**config.mk**
```make
export PLATFORM = sky130hd
export DESIGN_NAME = uart_baud_generator
export DESIGN_NICKNAME = d
export VERILOG_FILES = /design/src/rtl/uart_baud_generator.sv
export SDC_FILE = /design/constraint.sdc
export NUM_CORES = 1
export LEC_CHECK = 0
export CAP_MARGIN = 40
export CORE_MARGIN = 1.5
export CORE_UTILIZATION = 60
export CTS_CLUSTER_SIZE = 30
export DETAILED_ROUTE_END_ITERATION = 10
export HOLD_SLACK_MARGIN = 0.06
export PLACE_DENSITY = 0.84
export SLEW_MARGIN = 25
export SYNTH_ARGS = -nofsm -noshare
export SYNTH_HDL_FRONTEND = slang
export SYNTH_SLANG_ARGS = --single-unit
```
**constraint.sdc**
```tcl
create_clock -name clock -period 5.6 [get_ports clock]
set_clock_uncertainty 0.15 [all_clocks]
set_input_delay 1.4 -clock clock [delete_from_list [all_inputs] [get_ports clock]]
set_output_delay 1.4 -clock clock [all_outputs]
set_load 0.05 [all_outputs]
```
**src/rtl/uart_baud_generator.sv**
```systemverilog
// Fractional (phase-accumulator) UART baud generator: oversample tick, mid-bit and
// end-of-bit strobes, eight preset rates plus a run-time custom rate, and phase resync.
module uart_baud_generator #(
  parameter int CLK_FREQ_HZ = 50_000_000,
  parameter int OVERSAMPLE  = 16,
  parameter int ACC_W       = 32,
  parameter int TI_W        = $clog2(OVERSAMPLE)
) (
  input  logic            clock,
  input  logic            reset,
  input  logic            enable,
  input  logic [2:0]      baud_select,
  input  logic            use_custom,
  input  logic [19:0]     custom_baud,
  input  logic            resync,
  output logic            sample_enable,
  output logic            mid_bit_enable,
  output logic            bit_enable,
  output logic [TI_W-1:0] tick_index,
  output logic            config_error
);

  localparam logic [ACC_W-1:0] CLK_F   = ACC_W'(CLK_FREQ_HZ);
  localparam logic [ACC_W-1:0] INC_MAX = ACC_W'(CLK_FREQ_HZ / 2);
  localparam logic [ACC_W-1:0] OS_W    = ACC_W'(OVERSAMPLE);
  localparam logic [ACC_W-1:0] ZERO_W  = {ACC_W{1'b0}};
  localparam logic [TI_W-1:0]  TI_LAST = TI_W'(OVERSAMPLE - 1);
  localparam logic [TI_W-1:0]  TI_MID  = TI_W'(OVERSAMPLE / 2 - 1);
  localparam logic [TI_W-1:0]  TI_ZERO = {TI_W{1'b0}};

  function automatic logic [ACC_W-1:0] preset_rate(input logic [2:0] sel);
    logic [ACC_W-1:0] r;
    case (sel)
      3'b000:  r = ACC_W'(32'd300);
      3'b001:  r = ACC_W'(32'd1200);
      3'b010:  r = ACC_W'(32'd4800);
      3'b011:  r = ACC_W'(32'd9600);
      3'b100:  r = ACC_W'(32'd19200);
      3'b101:  r = ACC_W'(32'd38400);
      3'b110:  r = ACC_W'(32'd57600);
      3'b111:  r = ACC_W'(32'd115200);
      default: r = ACC_W'(32'd115200);
    endcase
    return r;
  endfunction

  logic [ACC_W-1:0] rate_s, inc_new_s, sum_s;
  logic             inc_valid_s, restart_s, tick_due_s;
  logic [ACC_W-1:0] inc_n_s, acc_n_s;
  logic [TI_W-1:0]  ti_n_s;
  logic             err_n_s, sample_n_s, mid_n_s, bit_n_s;

  logic [ACC_W-1:0] inc_r, acc_r;
  logic [TI_W-1:0]  ti_r;
  logic             first_r, err_r, sample_r, mid_r, bit_r;

  // Next-state: restart beats the enable gate, which beats normal accumulation.
  always_comb begin
    rate_s      = use_custom ? ACC_W'(custom_baud) : preset_rate(baud_select);
    inc_new_s   = rate_s * OS_W;
    inc_valid_s = (inc_new_s != ZERO_W) && (inc_new_s <= INC_MAX);
    restart_s   = first_r || resync || (inc_new_s != inc_r);
    sum_s       = acc_r + inc_r;
    tick_due_s  = (sum_s >= CLK_F);

    inc_n_s    = inc_r;
    acc_n_s    = acc_r;
    ti_n_s     = ti_r;
    err_n_s    = err_r;
    sample_n_s = 1'b0;
    mid_n_s    = 1'b0;
    bit_n_s    = 1'b0;

    if (restart_s) begin
      inc_n_s = inc_new_s;
      acc_n_s = ZERO_W;
      ti_n_s  = TI_ZERO;
      err_n_s = !inc_valid_s;
    end else if (enable && !err_r) begin
      if (tick_due_s) begin
        acc_n_s    = sum_s - CLK_F;
        sample_n_s = 1'b1;
        mid_n_s    = (ti_r == TI_MID);
        if (ti_r == TI_LAST) begin
          ti_n_s  = TI_ZERO;
          bit_n_s = 1'b1;
        end else begin
          ti_n_s = ti_r + TI_W'(1'b1);
        end
      end else begin
        acc_n_s = sum_s;
      end
    end else begin
      acc_n_s = acc_r;
    end
  end

  // State and output registers; first_r forces a restart on the first edge after reset.
  always_ff @(posedge clock or negedge reset) begin
    if (!reset) begin
      first_r  <= 1'b1;
      inc_r    <= ZERO_W;
      acc_r    <= ZERO_W;
      ti_r     <= TI_ZERO;
      err_r    <= 1'b0;
      sample_r <= 1'b0;
      mid_r    <= 1'b0;
      bit_r    <= 1'b0;
    end else begin
      first_r  <= 1'b0;
      inc_r    <= inc_n_s;
      acc_r    <= acc_n_s;
      ti_r     <= ti_n_s;
      err_r    <= err_n_s;
      sample_r <= sample_n_s;
      mid_r    <= mid_n_s;
      bit_r    <= bit_n_s;
    end
  end

  assign sample_enable  = sample_r;
  assign mid_bit_enable = mid_r;
  assign bit_enable     = bit_r;
  assign tick_index     = ti_r;
  assign config_error   = err_r;

endmodule

```
# Word level (Yosys, flattened, before mapping)

Memories as Yosys holds them, arrays and structs flattened.
Index checks and enable logic that the tools add are counted.
W data, S select, Z words.

Output and inout port bits: 8
Bits of input ports: 28
Memories: 1
Memory bits (read-only): 120
Logic and storage cells: 45
Register bits: 69

Add/subtract/negate cells: 3
Muxes and demuxes: 18
Reduce and logical (&&, ||, !) cells: 10
Equality and inequality tests: 3
$lt $le $gt $ge: 2

Memory list:

| name            | words | width | rd ports | clocked after memory_dff | wr ports | line | source |
|---|---|---|---|---|---|---|---|
| (no name shown) | 8     | 15    | 1        | 0                        | 0        | 33   | `case (sel)` |

Operator list:

| kind                     | number |
|---|---|
| $mux W32                 | 3 |
| $add A32 B32 Y32         | 1 |
| $ge A32 B26 Y1 const B   | 1 |
| $le A32 B25 Y1 const B   | 1 |
| $reduce_bool A32 Y1      | 1 |
| $sub A32 B26 Y32 const B | 1 |
| $mux W28                 | 1 |
| $ne A28 B28 Y1           | 1 |
| $mux W4                  | 4 |
| $mux W1                  | 10 |
| $add A4 B1 Y4 const B    | 1 |
| $eq A4 B3 Y1 const B     | 1 |
| $eq A4 B4 Y1 const B     | 1 |
| $reduce_bool A2 Y1       | 2 |
| $logic_and A1 B1 Y1      | 2 |
| $logic_not A1 Y1         | 2 |
| $logic_or A1 B1 Y1       | 2 |
| $reduce_and A2 Y1        | 1 |

# Longest topological paths before layout

Gate-level depths: netlist of run 1.
An unclocked memory read counts as a cell.

Word-level depth: 6
Gate-level depth with buffers: 15

# Least setup slack after synthesis of run 1

Ideal clock, no wire load.

Path type: reg-to-reg
From: register inc_r[4]
To: register acc_r[27]
Arrival time: 3.757 ns
Path slack: 1.619 ns
Clock period less this slack: 3.981 ns
Cell stages (with the launch flop): 15
Setup time: 0.074 ns
Cell sequence: dfrtp_1 -> ha_1 -> fa_1 -> a21o_1 -> a221oi_4 -> a2bb2oi_1 -> nand2_1 -> xor2_1 -> nor4b_4 -> nand3_2 -> o211a_1 -> buf_6 -> or4_4 -> a21o_1 -> a21oi_2

Longest elaborated chain between the ends: 5

RTL lines:

| what                                               | line   | source |
|---|---|---|
| start, declared                                    | 53     | `logic [ACC_W-1:0] inc_r, acc_r;` |
| start signal, assigned                             | 111    | `inc_r <= inc_n_s;` |
| $add A32 B32 Y32                                   | 63     | `sum_s = acc_r + inc_r;` |
| $sub A32 B26 Y32 or $ge A32 B26 Y1 (tied branches) | 81, 64 |  |
| $mux W32                                           | 80     | `if (tick_due_s) begin` |
| $mux W32                                           | 79     | `end else if (enable && !err_r) begin` |
| $mux W32                                           | 74     | `if (restart_s) begin` |
| end signal, assigned                               | 112    | `acc_r <= acc_n_s;` |
| end, declared                                      | 53     |  |

Several ways; a longest one is shown, not always the timed one. The select of a mux whose other input is x is not followed.
A chain may end at the register's enable or synchronous reset.

# Worst setup path after layout of run 1

From: register inc_r[4]
To: register acc_r[31]

The elaborated chain is that of the path after synthesis.

==> flow_metrics.tcl, run 1 <==
set metrics [dict create \
    dp_hpwl_um 9680 \
    clkLatencyLatePin_ps 340 \
    grt_pass1_wl_um 21400 \
    synth-seq-cells 57 \
    min_period_ps 4960 \
    seq_area_frac_synth 0.294 \
    start_kind "register" \
    layout_common_cells "nand2_1 (67), dfrtp_1 (56), a21oi_1 (48), nor2_1 (43), clkdlybuf4s50_1 (34)" \
    drc 0 \
    worst-path-buf-inv 0 \
    final_util 0.703 \
    routedWlPerCell_um 18.1 \
    postCtsSetupBuffers 0 \
    comb_power_share 0.165 \
    io_pins 36 \
    post_cts_resize_count 0 \
    area_delta_synth_final_pct 12.4 \
    cts.root.buffer_cell "clkbuf_8" \
    multiInputGateArea_sq_um 3250 \
    overflow 0 \
    die_area_sq_um 8640 \
    totalWireLength_um 12900 \
    clkPwrFrac 0.421 \
    layout_commonest_cell "nand2_1" \
    layout.cells.non_filler 712 \
    avgSynthCellArea_sq_um 8.29 \
    diodes 0 \
    swShare 0.273 \
    synth_cell_types 70 \
    clockBufferDepth 2 \
    worst_slew_pin_slew_ps 913 \
    first_iter_violations 436 \
    cpPeakStageDelay_ps 470 \
    fin_tns_setup_ps 0 \
    fill_cells 598 \
    fin_nets 661 \
    p_sw_uw 287 \
    peakVddDrop_mv 0.234 \
    grt_pass1_vias 4435 \
    pwr-share-seq 0.414 \
    synth_fp_nets 642 \
    synth_area_sq_um 4860 \
    cpMaxStageDelayCell "a2bb2oi_1" \
    holdBufCountCts 0 \
    vias 4620 \
    period_share 0.886 \
    max_slew_margin 0.390 \
    reg2reg_setup_slack_ps 640 \
    seq_area_sq_um 1430 \
    synth_cells 586 \
    cp.required_ps 5710 \
    synth-edff-count 0 \
    worstHoldPathCells 1 \
    min_path_type "register to register" \
    postRouteAntennaNets 0 \
    die_h_um 93.0 \
    ff2ff_path_depth 13 \
    vias_per_cell 6.49 \
    yosysTopAreaCell "dfrtp_1" \
    rsz0062_at_grt "false" \
    post-synth-top-area-fraction 0.289 \
    htree_levels 3 \
    maxSlewViolCount 0 \
    critical-path-top-delay-family "compound AO/OA/AOI/OAI gates" \
    hold_violations 0 \
    crit_chain "ha_1 -> fa_1 -> a21o_1 -> a221oi_4 -> a2bb2oi_1 -> a2111oi_0 -> a211oi_1 -> nand3_1 -> nor3_2 -> o211ai_2 -> and3_1 -> or4_1 -> a21oi_1" \
    reg2reg_to "acc_r[31]" \
    rows 32 \
    total_power_mw 1.05 \
    hold_start "tick_index[3]" \
    grt_max_degree 58 \
    status "finished, final reports clean" \
    place.gp.congestion 0.971 \
    synth_async_sr_flop_share 1.00 \
    antenna_found_initial 0 \
    path_clk_slew_ps 70 \
    fmax_mhz 202 \
    p_int_uw 764 \
    coreArea_sq_um 7770 \
    critical_path_class "register to register" \
    yosysWarningCount 0 \
    initial_utilization 0.625 \
    power.leakage_nw 2.29 \
    dieWidth_um 93.0 \
    setup_viol 0 \
    crit_arrival_ps 5070 \
    synth_area_leaders "dfrtp_1 (29%), ha_1 (7.0%), nand2_1 (5.2%), a21oi_1 (4.9%), xnor2_1 (4.7%)" \
    min_to "mid_bit_enable" \
    cp_max_fo 16 \
    drtPass1Iterations 5 \
    clock-sinks 57 \
    power_density_nw_per_um2 192 \
    r2r_start "inc_r[4]" \
    grt_use_total 0.314 \
    dp_cells 696 \
    cap_violations 0 \
    synthFlopType "dfrtp_1" \
    cts_buffers 9 \
    port_buffers 35 \
    drive_above_1_share 0.0754 \
    cts_tree "yes" \
    crit_path_end_kind "register" \
]
final cells by class:
| class | count | area share |
|---|---|---|
| Clock buffer | 11 | 0.0277 |
| Clock inverter | 5 | 0.0142 |
| Inverter | 12 | 0.00825 |
| Multi-Input combinational cell | 485 | 0.594 |
| Sequential cell | 57 | 0.261 |
| Tap cell | 102 | 0.0234 |
| Timing Repair Buffer | 40 | 0.0708 |
worst max-delay path by stage:
| stage | start | end | slack [ps] | depth (start not counted) |
|---|---|---|---|---|
| after detailed placement | baud_select[0] | mid_bit_enable | 530 | 11 |
| after global placement | baud_select[0] | mid_bit_enable | 690 | 11 |
| after global routing | inc_r[4] | acc_r[31] | 430 | 13 |
| after CTS | inc_r[4] | acc_r[31] | 750 | 13 |
| final | inc_r[4] | acc_r[31] | 640 | 13 |
| after floorplan | inc_r[4] | acc_r[27] | 1620 | 14 |
power by group through the flow:
| stage | clock [mW] | combinational, mW | sequential [mW] |
|---|---|---|---|
| 6_report | 0.443 | 0.173 | 0.435 |
| 5_1_grt | 0.466 | 0.191 | 0.436 |
| 4_1_cts | 0.445 | 0.171 | 0.435 |
| 3_3_place_gp | 0 | 0.163 | 0.442 |
| 3_5_place_dp | 0 | 0.169 | 0.442 |
| 2_1_floorplan | 0 | 0.112 | 0.437 |
stage by stage:
stage	worst slack, ps	cell area (sq um)	hold slack [ps]
detailed placement	527	5230	345
global route	433	5460	367
CTS	753	5460	354
global placement	689	5220	339
floorplan	1620	4860	352
finish	639	5460	355
routing by layer:
| metal | up-vias | GRT usage | part of all wire |
|---|---|---|---|
| met3 | 44 | 0.0634 | 0.066 |
| met4 | 0 | 0.129 | 0.031 |
| met2 | 183 | 0.518 | 0.48 |
| li1 | 2207 | - | - |
| met5 | - | 0 | 0 |
| met1 | 2186 | 0.403 | 0.42 |
Yosys cell counts (7+ instances only):
cell / n
a211oi_1: 21
a21o_1: 11
a21oi_1: 48
and2_1: 11
and3_1: 7
buf_2: 10
clkbuf_1: 20
dfrtp_1: 56
ha_1: 27
inv_1: 12
nand2_1: 67
nand3_1: 28
nand4_1: 13
nor2_1: 43
nor3_1: 13
o211ai_1: 9
o21ai_0: 29
or3_1: 8
xnor2_1: 26
xor2_1: 24
registers in the layout, indices dropped and copies added (netlist names):
name	cells
acc_r	28
inc_r	20
tick_index	4
bit_enable	1
config_error	1
first_r	1
mid_bit_enable	1
sample_enable	1
worst register-to-register path, delay by kind of cell, from the launching register on:
family | cells | cell delay [ps]
simple gates | 4 | 1320
compound gates | 7 | 2330
flops | 1 | 420
fa+ha+maj | 2 | 660
logic make-up after synthesis:
family,after synthesis,share of synthesized area
compound gates,176,0.254
xor+xnor,50,0.0902
simple gates,224,0.236
buf+inv,44,0.0384
flops,57,0.294
mux,6,0.0129
other cells,1,0.000772
fa+ha+maj,28,0.0737
No activity file was read; power rests on OpenSTA's default activity.
==> inputs of run 2 (changes only) <==
--- a/config.mk
+++ b/config.mk
@@ -10,8 +10,10 @@
 export CORE_UTILIZATION = 60
 export CTS_CLUSTER_SIZE = 30
 export DETAILED_ROUTE_END_ITERATION = 10
+export GPL_TIMING_DRIVEN = 0
 export HOLD_SLACK_MARGIN = 0.06
 export PLACE_DENSITY = 0.84
+export REMOVE_ABC_BUFFERS = 1
 export SLEW_MARGIN = 25
 export SYNTH_ARGS = -nofsm -noshare
 export SYNTH_HDL_FRONTEND = slang
==> run 2 against run 1 <==
Against the previous run: combinational power is 2% higher; critical path type is now input pin to register; worst setup slack better by 27 ps; flip-flop and latch count stayed put; highest routed layer unchanged; clock-buffer cell count is 2 lower; non-clock buffer count stayed put; first-iteration DRC count is 11% higher; cell count stayed put; die area stayed put; worst hold slack better by 20 ps; routed wire length hardly changed; power is 4.0% lower; clock power is 10% lower.
==> flow_metrics.tcl, run 2 (synthesized netlist as in run 1, its figures left out) <==
set metrics [dict create \
    period_share 0.881 \
    hold_start "tick_index[3]" \
    die_area_sq_um 8640 \
    p_int_uw 699 \
    initial_utilization 0.625 \
    clock-sinks 57 \
    cap_violations 0 \
    totalWireLength_um 12900 \
    power_density_nw_per_um2 184 \
    drive_above_1_share 0.0770 \
    dieWidth_um 93.0 \
    largest_reg_flops 28 \
    comb_power_share 0.176 \
    reg2reg_setup_slack_ps 680 \
    vias_per_cell 6.50 \
    swShare 0.308 \
    die_h_um 93.0 \
    layout_commonest_cell "nand2_1" \
    status "finished, final reports clean" \
    maxSlewViolCount 0 \
    min_to "mid_bit_enable" \
    cpPeakStageDelay_ps 1090 \
    postLayoutCellArea_sq_um 5480 \
    min_period_ps 4930 \
    htree_levels 3 \
    dp_hpwl_um 9390 \
    drc 0 \
    clkLatencyLatePin_ps 350 \
    overflow 0 \
    place.gp.congestion 1.00 \
    p_sw_uw 310 \
    layout_common_cells "nand2_1 (67), dfrtp_1 (56), a21oi_1 (48), nor2_1 (43), clkdlybuf4s50_1 (34)" \
    clockBufferDepth 2 \
    cts_tree "yes" \
    peakVddDrop_mv 0.212 \
    max_slew_margin 0.490 \
    r2r_start "inc_r[4]" \
    rsz0062_at_grt "false" \
    critical_path_class "input pin to register" \
    first_iter_violations 483 \
    ff2ff_path_depth 13 \
    antenna_found_initial 0 \
    io_pins 36 \
    cp.required_ps 5710 \
    post_cts_resize_count 0 \
    fin_tns_setup_ps 0 \
    pwr-share-seq 0.431 \
    cpMaxStageDelayCell "or4_2" \
    area_delta_synth_final_pct 12.8 \
    clkPwrFrac 0.393 \
    port_buffers 35 \
    path_clk_slew_ps 80 \
    top_register "acc_r" \
    crit_arrival_ps 5040 \
    grt_pass1_vias 4465 \
    worstHoldPathCells 1 \
    crit_path_end_kind "register" \
    reg2reg_to "acc_r[25]" \
    routedWlPerCell_um 18.1 \
    holdBufCountCts 0 \
    start_kind "input pin" \
    min_path_type "register to register" \
    drtPass1Iterations 7 \
    cts.root.buffer_cell "clkbuf_8" \
    diodes 0 \
    postCtsSetupBuffers 0 \
    fmax_mhz 203 \
    fin_nets 661 \
    grt_pass1_wl_um 21200 \
    coreArea_sq_um 7770 \
    cp_max_fo 34 \
    crit_chain "clkdlybuf4s50_1 -> nand2_1 -> o21a_1 -> o21ai_0 -> xor2_1 -> nor4_1 -> nand4_1 -> or4_2 -> or3_1 -> nor3_1" \
    grt_max_degree 41 \
    vias 4628 \
    placed_cell_area_sq_um 5260 \
    grt_use_total 0.313 \
    hold_violations 0 \
    power.leakage_nw 2.30 \
    rows 32 \
    cts_buffers 9 \
    worst_slew_pin_slew_ps 765 \
    setup_viol 0 \
    postRouteAntennaNets 0 \
]
[run 2: changes by cell type in the layout (fill, tap and decap cells not counted), sizes merged]
cell	delta
clkinvlp	-1
clkinv	+4
bufinv	-1
clkbuf	-2
[run 2: per-layer routing]
layer  wire length, um  global-route usage  vias to the layer above
met5                 0                   0                        -
li1                  -                   -                     2206
met4               283               0.112                        0
met1              5630               0.404                     2210
met3               799              0.0618                       26
met2              6210               0.521                      186
[run 2: power groups by stage]
stage	Clock, mW	Sequential, mW	Combinational (mW)
after floorplan	0	0.437	0.106
after global placement	0	0.441	0.162
after detailed placement	0	0.442	0.172
after CTS	0.397	0.434	0.174
after global routing	0.414	0.435	0.195
final	0.397	0.435	0.177
[run 2: per-stage QoR]
stage	std cells	total power, mW	util	setup WS, ps	hold slack [ps]
final	712	1.01	0.705	666	376
after global routing	712	1.04	0.705	437	387
after CTS	710	1.01	0.702	713	364
after detailed placement	694	0.614	0.677	336	356
after global placement	691	0.604	0.669	52.8	341
after floorplan	554	0.544	-	1350	352
[run 2: worst max path at each step]
stage                              start             end  slack, ps  depth (start not counted)
after global placement        use_custom  mid_bit_enable         50                          8
after CTS                 baud_select[1]  mid_bit_enable        710                         12
final                     baud_select[2]  mid_bit_enable        670                         10
after global routing      baud_select[0]  mid_bit_enable        440                         11
after detailed placement  baud_select[1]  mid_bit_enable        340                         12
after floorplan           baud_select[0]  mid_bit_enable       1350                         10
[run 2: critical path, delay by kind of cell]
kind	cells	cell delay, ps
AOI/OAI and AO/OA	2	440
buffers and inverters	1	760
and+or+nand+nor	6	2320
xor gates and xnor gates	1	120
[run 2: cell type report]
class                   count  area, sq um
multi-input cells         485         3250
fillers                   607         2290
flip-flops and latches     57         1430
repair buffers             40          429
well taps                 102          128
clock buffers               9          124
clock inverters             7         71.3
inverters                  12         45.0
==> inputs of run 3 (changes only) <==
--- a/config.mk
+++ b/config.mk
@@ -13,7 +13,6 @@
 export GPL_TIMING_DRIVEN = 0
 export HOLD_SLACK_MARGIN = 0.06
 export PLACE_DENSITY = 0.84
-export REMOVE_ABC_BUFFERS = 1
 export SLEW_MARGIN = 25
 export SYNTH_ARGS = -nofsm -noshare
 export SYNTH_HDL_FRONTEND = slang
==> run 3 against run 2 <==
Against the previous run: routed wire length is 7.5% higher; non-clock buffer count increased by 27; largest cell class unchanged; critical path depth up 5; worst setup slack better by 170 ps; utilization rose by 1.2 points; cell count rose by 3.8%; worst hold slack worse by 33 ps; sequential power hardly changed; global-route usage is 2.6 points higher; fmax rose by 3.7%; die area unchanged; via count is 4.7% higher.
==> flow_metrics.tcl, run 3 (synthesized netlist as in run 1, its figures left out) <==
set metrics [dict create \
    peakVddDrop_mv 0.196 \
    power.leakage_nw 2.34 \
    fill_cells 601 \
    fin_nets 688 \
    holdBufCountCts 0 \
    dp_cells 723 \
    dp_hpwl_um 10500 \
    dieWidth_um 93.0 \
    place.gp.congestion 0.926 \
    dr_wl_met3_um 873 \
    first_iter_violations 372 \
    die_h_um 93.0 \
    cts.root.buffer_cell "clkbuf_8" \
    cpPeakStageDelay_ps 480 \
    postLayoutCellArea_sq_um 5570 \
    fmax_mhz 210 \
    cap_violations 0 \
    routedWlPerCell_um 18.8 \
    min_period_ps 4760 \
    hold_start "tick_index[3]" \
    postCtsSetupBuffers 0 \
    grt_pass1_vias 4632 \
    reg2reg_setup_slack_ps 840 \
    min_path_type "register to register" \
    clock-sinks 57 \
    layout.cells.non_filler 739 \
    fin_tns_setup_ps 0 \
    layout_commonest_cell "nand2_1" \
    io_pins 36 \
    initial_utilization 0.625 \
    clkLatencyLatePin_ps 350 \
    period_share 0.850 \
    worst-path-buf-inv 2 \
    cts_buffers 9 \
    rsz0062_at_grt "false" \
    ff2ff_path_depth 15 \
    antenna_found_initial 0 \
    overflow 0 \
    maxSlewViolCount 0 \
    drtPass1Iterations 5 \
    cp_common_cell "a211oi_1" \
    htree_levels 3 \
    min_to "mid_bit_enable" \
    diodes 0 \
    postRouteAntennaNets 0 \
    port_buffers 34 \
    setup_viol 0 \
    crit_path_end_kind "register" \
    post_cts_resize_count 0 \
    coreArea_sq_um 7770 \
    crit_chain "ha_1 -> fa_1 -> a21o_1 -> a221oi_4 -> a2bb2oi_1 -> a2111oi_0 -> a211oi_1 -> nand3_1 -> nor3_2 -> o211a_1 -> buf_6 -> buf_2 -> nor2_1 -> xor2_1 -> a211oi_1" \
    status "finished, final reports clean" \
    clockBufferDepth 2 \
    wl_met1_um 6200 \
    r2r_start "inc_r[4]" \
    power_density_nw_per_um2 192 \
    die_area_sq_um 8640 \
    totalWireLength_um 13900 \
    hold_violations 0 \
    grt_use_total 0.339 \
    cp.required_ps 5690 \
    area_delta_synth_final_pct 14.7 \
    grt_max_degree 31 \
    worst_slew_pin_slew_ps 657 \
    top_layer "met4" \
    top_register "acc_r" \
    start_kind "register" \
    drc 0 \
    grt_pass1_wl_um 22800 \
    critical_path_class "register to register" \
    vias 4847 \
    reg2reg_to "acc_r[17]" \
    critical-path-top-delay-family "compound AO/OA/AOI/OAI gates" \
    largest_reg_flops 28 \
    drive_above_1_share 0.0832 \
    max_slew_margin 0.559 \
    vias_per_cell 6.56 \
    path_clk_slew_ps 80 \
    cp_max_fo 10 \
    cpMaxStageDelayCell "a211oi_1" \
    worstHoldPathCells 1 \
    final_util 0.717 \
    rows 32 \
    placed_cell_area_sq_um 5340 \
    crit_arrival_ps 4850 \
    routed-wl-met2_um 6520 \
    layout_common_cells "nand2_1 (67), dfrtp_1 (56), a21oi_1 (48), nor2_1 (43), clkdlybuf4s50_1 (33)" \
    cts_tree "yes" \
    crit_start "inc_r[4]" \
]
run 3: cell count changes in the layout (fill, tap and decap cells not counted), sizes merged:
cell / delta
bufinv: +1
clkinv: -5
clkbuf: +22
buf: +7
clkinvlp: +3
clkdlybuf4s50: -1
run 3: metrics by stage:
| step | hold WS, ps | setup slack, ps | total power [mW] |
|---|---|---|---|
| final | 343 | 841 | 1.07 |
| after global routing | 355 | 619 | 1.10 |
| after CTS | 350 | 966 | 1.06 |
| after detailed placement | 342 | 705 | 0.616 |
| after global placement | 336 | 752 | 0.609 |
| after floorplan | 352 | 1620 | 0.550 |
run 3: worst register-to-register path, stage by stage (launching register included):
cell and delay [ps]:
dfrtp_1 420, ha_1 240, fa_1 420, a21o_1 220
a221oi_4 460, a2bb2oi_1 410, a2111oi_0 180, a211oi_1 480
nand3_1 210, nor3_2 310, o211a_1 220, buf_6 150
buf_2 250, nor2_1 100, xor2_1 140, a211oi_1 290
run 3: cell type report:
class / instances / area, sq um / share of cell area
multi-input cells: 485 / 3240 / 0.582
flip-flops and latches: 57 / 1430 / 0.256
repair buffers: 35 / 358 / 0.0642
plain buffers: 32 / 141 / 0.0254
clock buffers: 10 / 138 / 0.0247
well taps: 102 / 128 / 0.0229
clock inverters: 6 / 91.3 / 0.0164
inverters: 12 / 45.0 / 0.00808
run 3: power breakdown:
part | internal [mW] | switching [mW]
registers | 0.422 | 0.0120
logic | 0.0692 | 0.111
clock network | 0.263 | 0.190
total | 0.755 | 0.312
run 3: routing by layer:
layer	global-route usage	vias to the layer above
met2	0.546	190
met5	0	-
met3	0.0561	29
li1	-	2255
met1	0.468	2373
met4	0.107	0
run 3: worst max-delay path by stage:
stage	end	slack [ps]	depth (start not counted)
2_1_floorplan	acc_r[27]	1620	14
3_3_place_gp	mid_bit_enable	750	12
3_5_place_dp	acc_r[21]	700	13
4_1_cts	acc_r[17]	970	15
5_1_grt	acc_r[17]	620	15
6_report	acc_r[17]	840	15
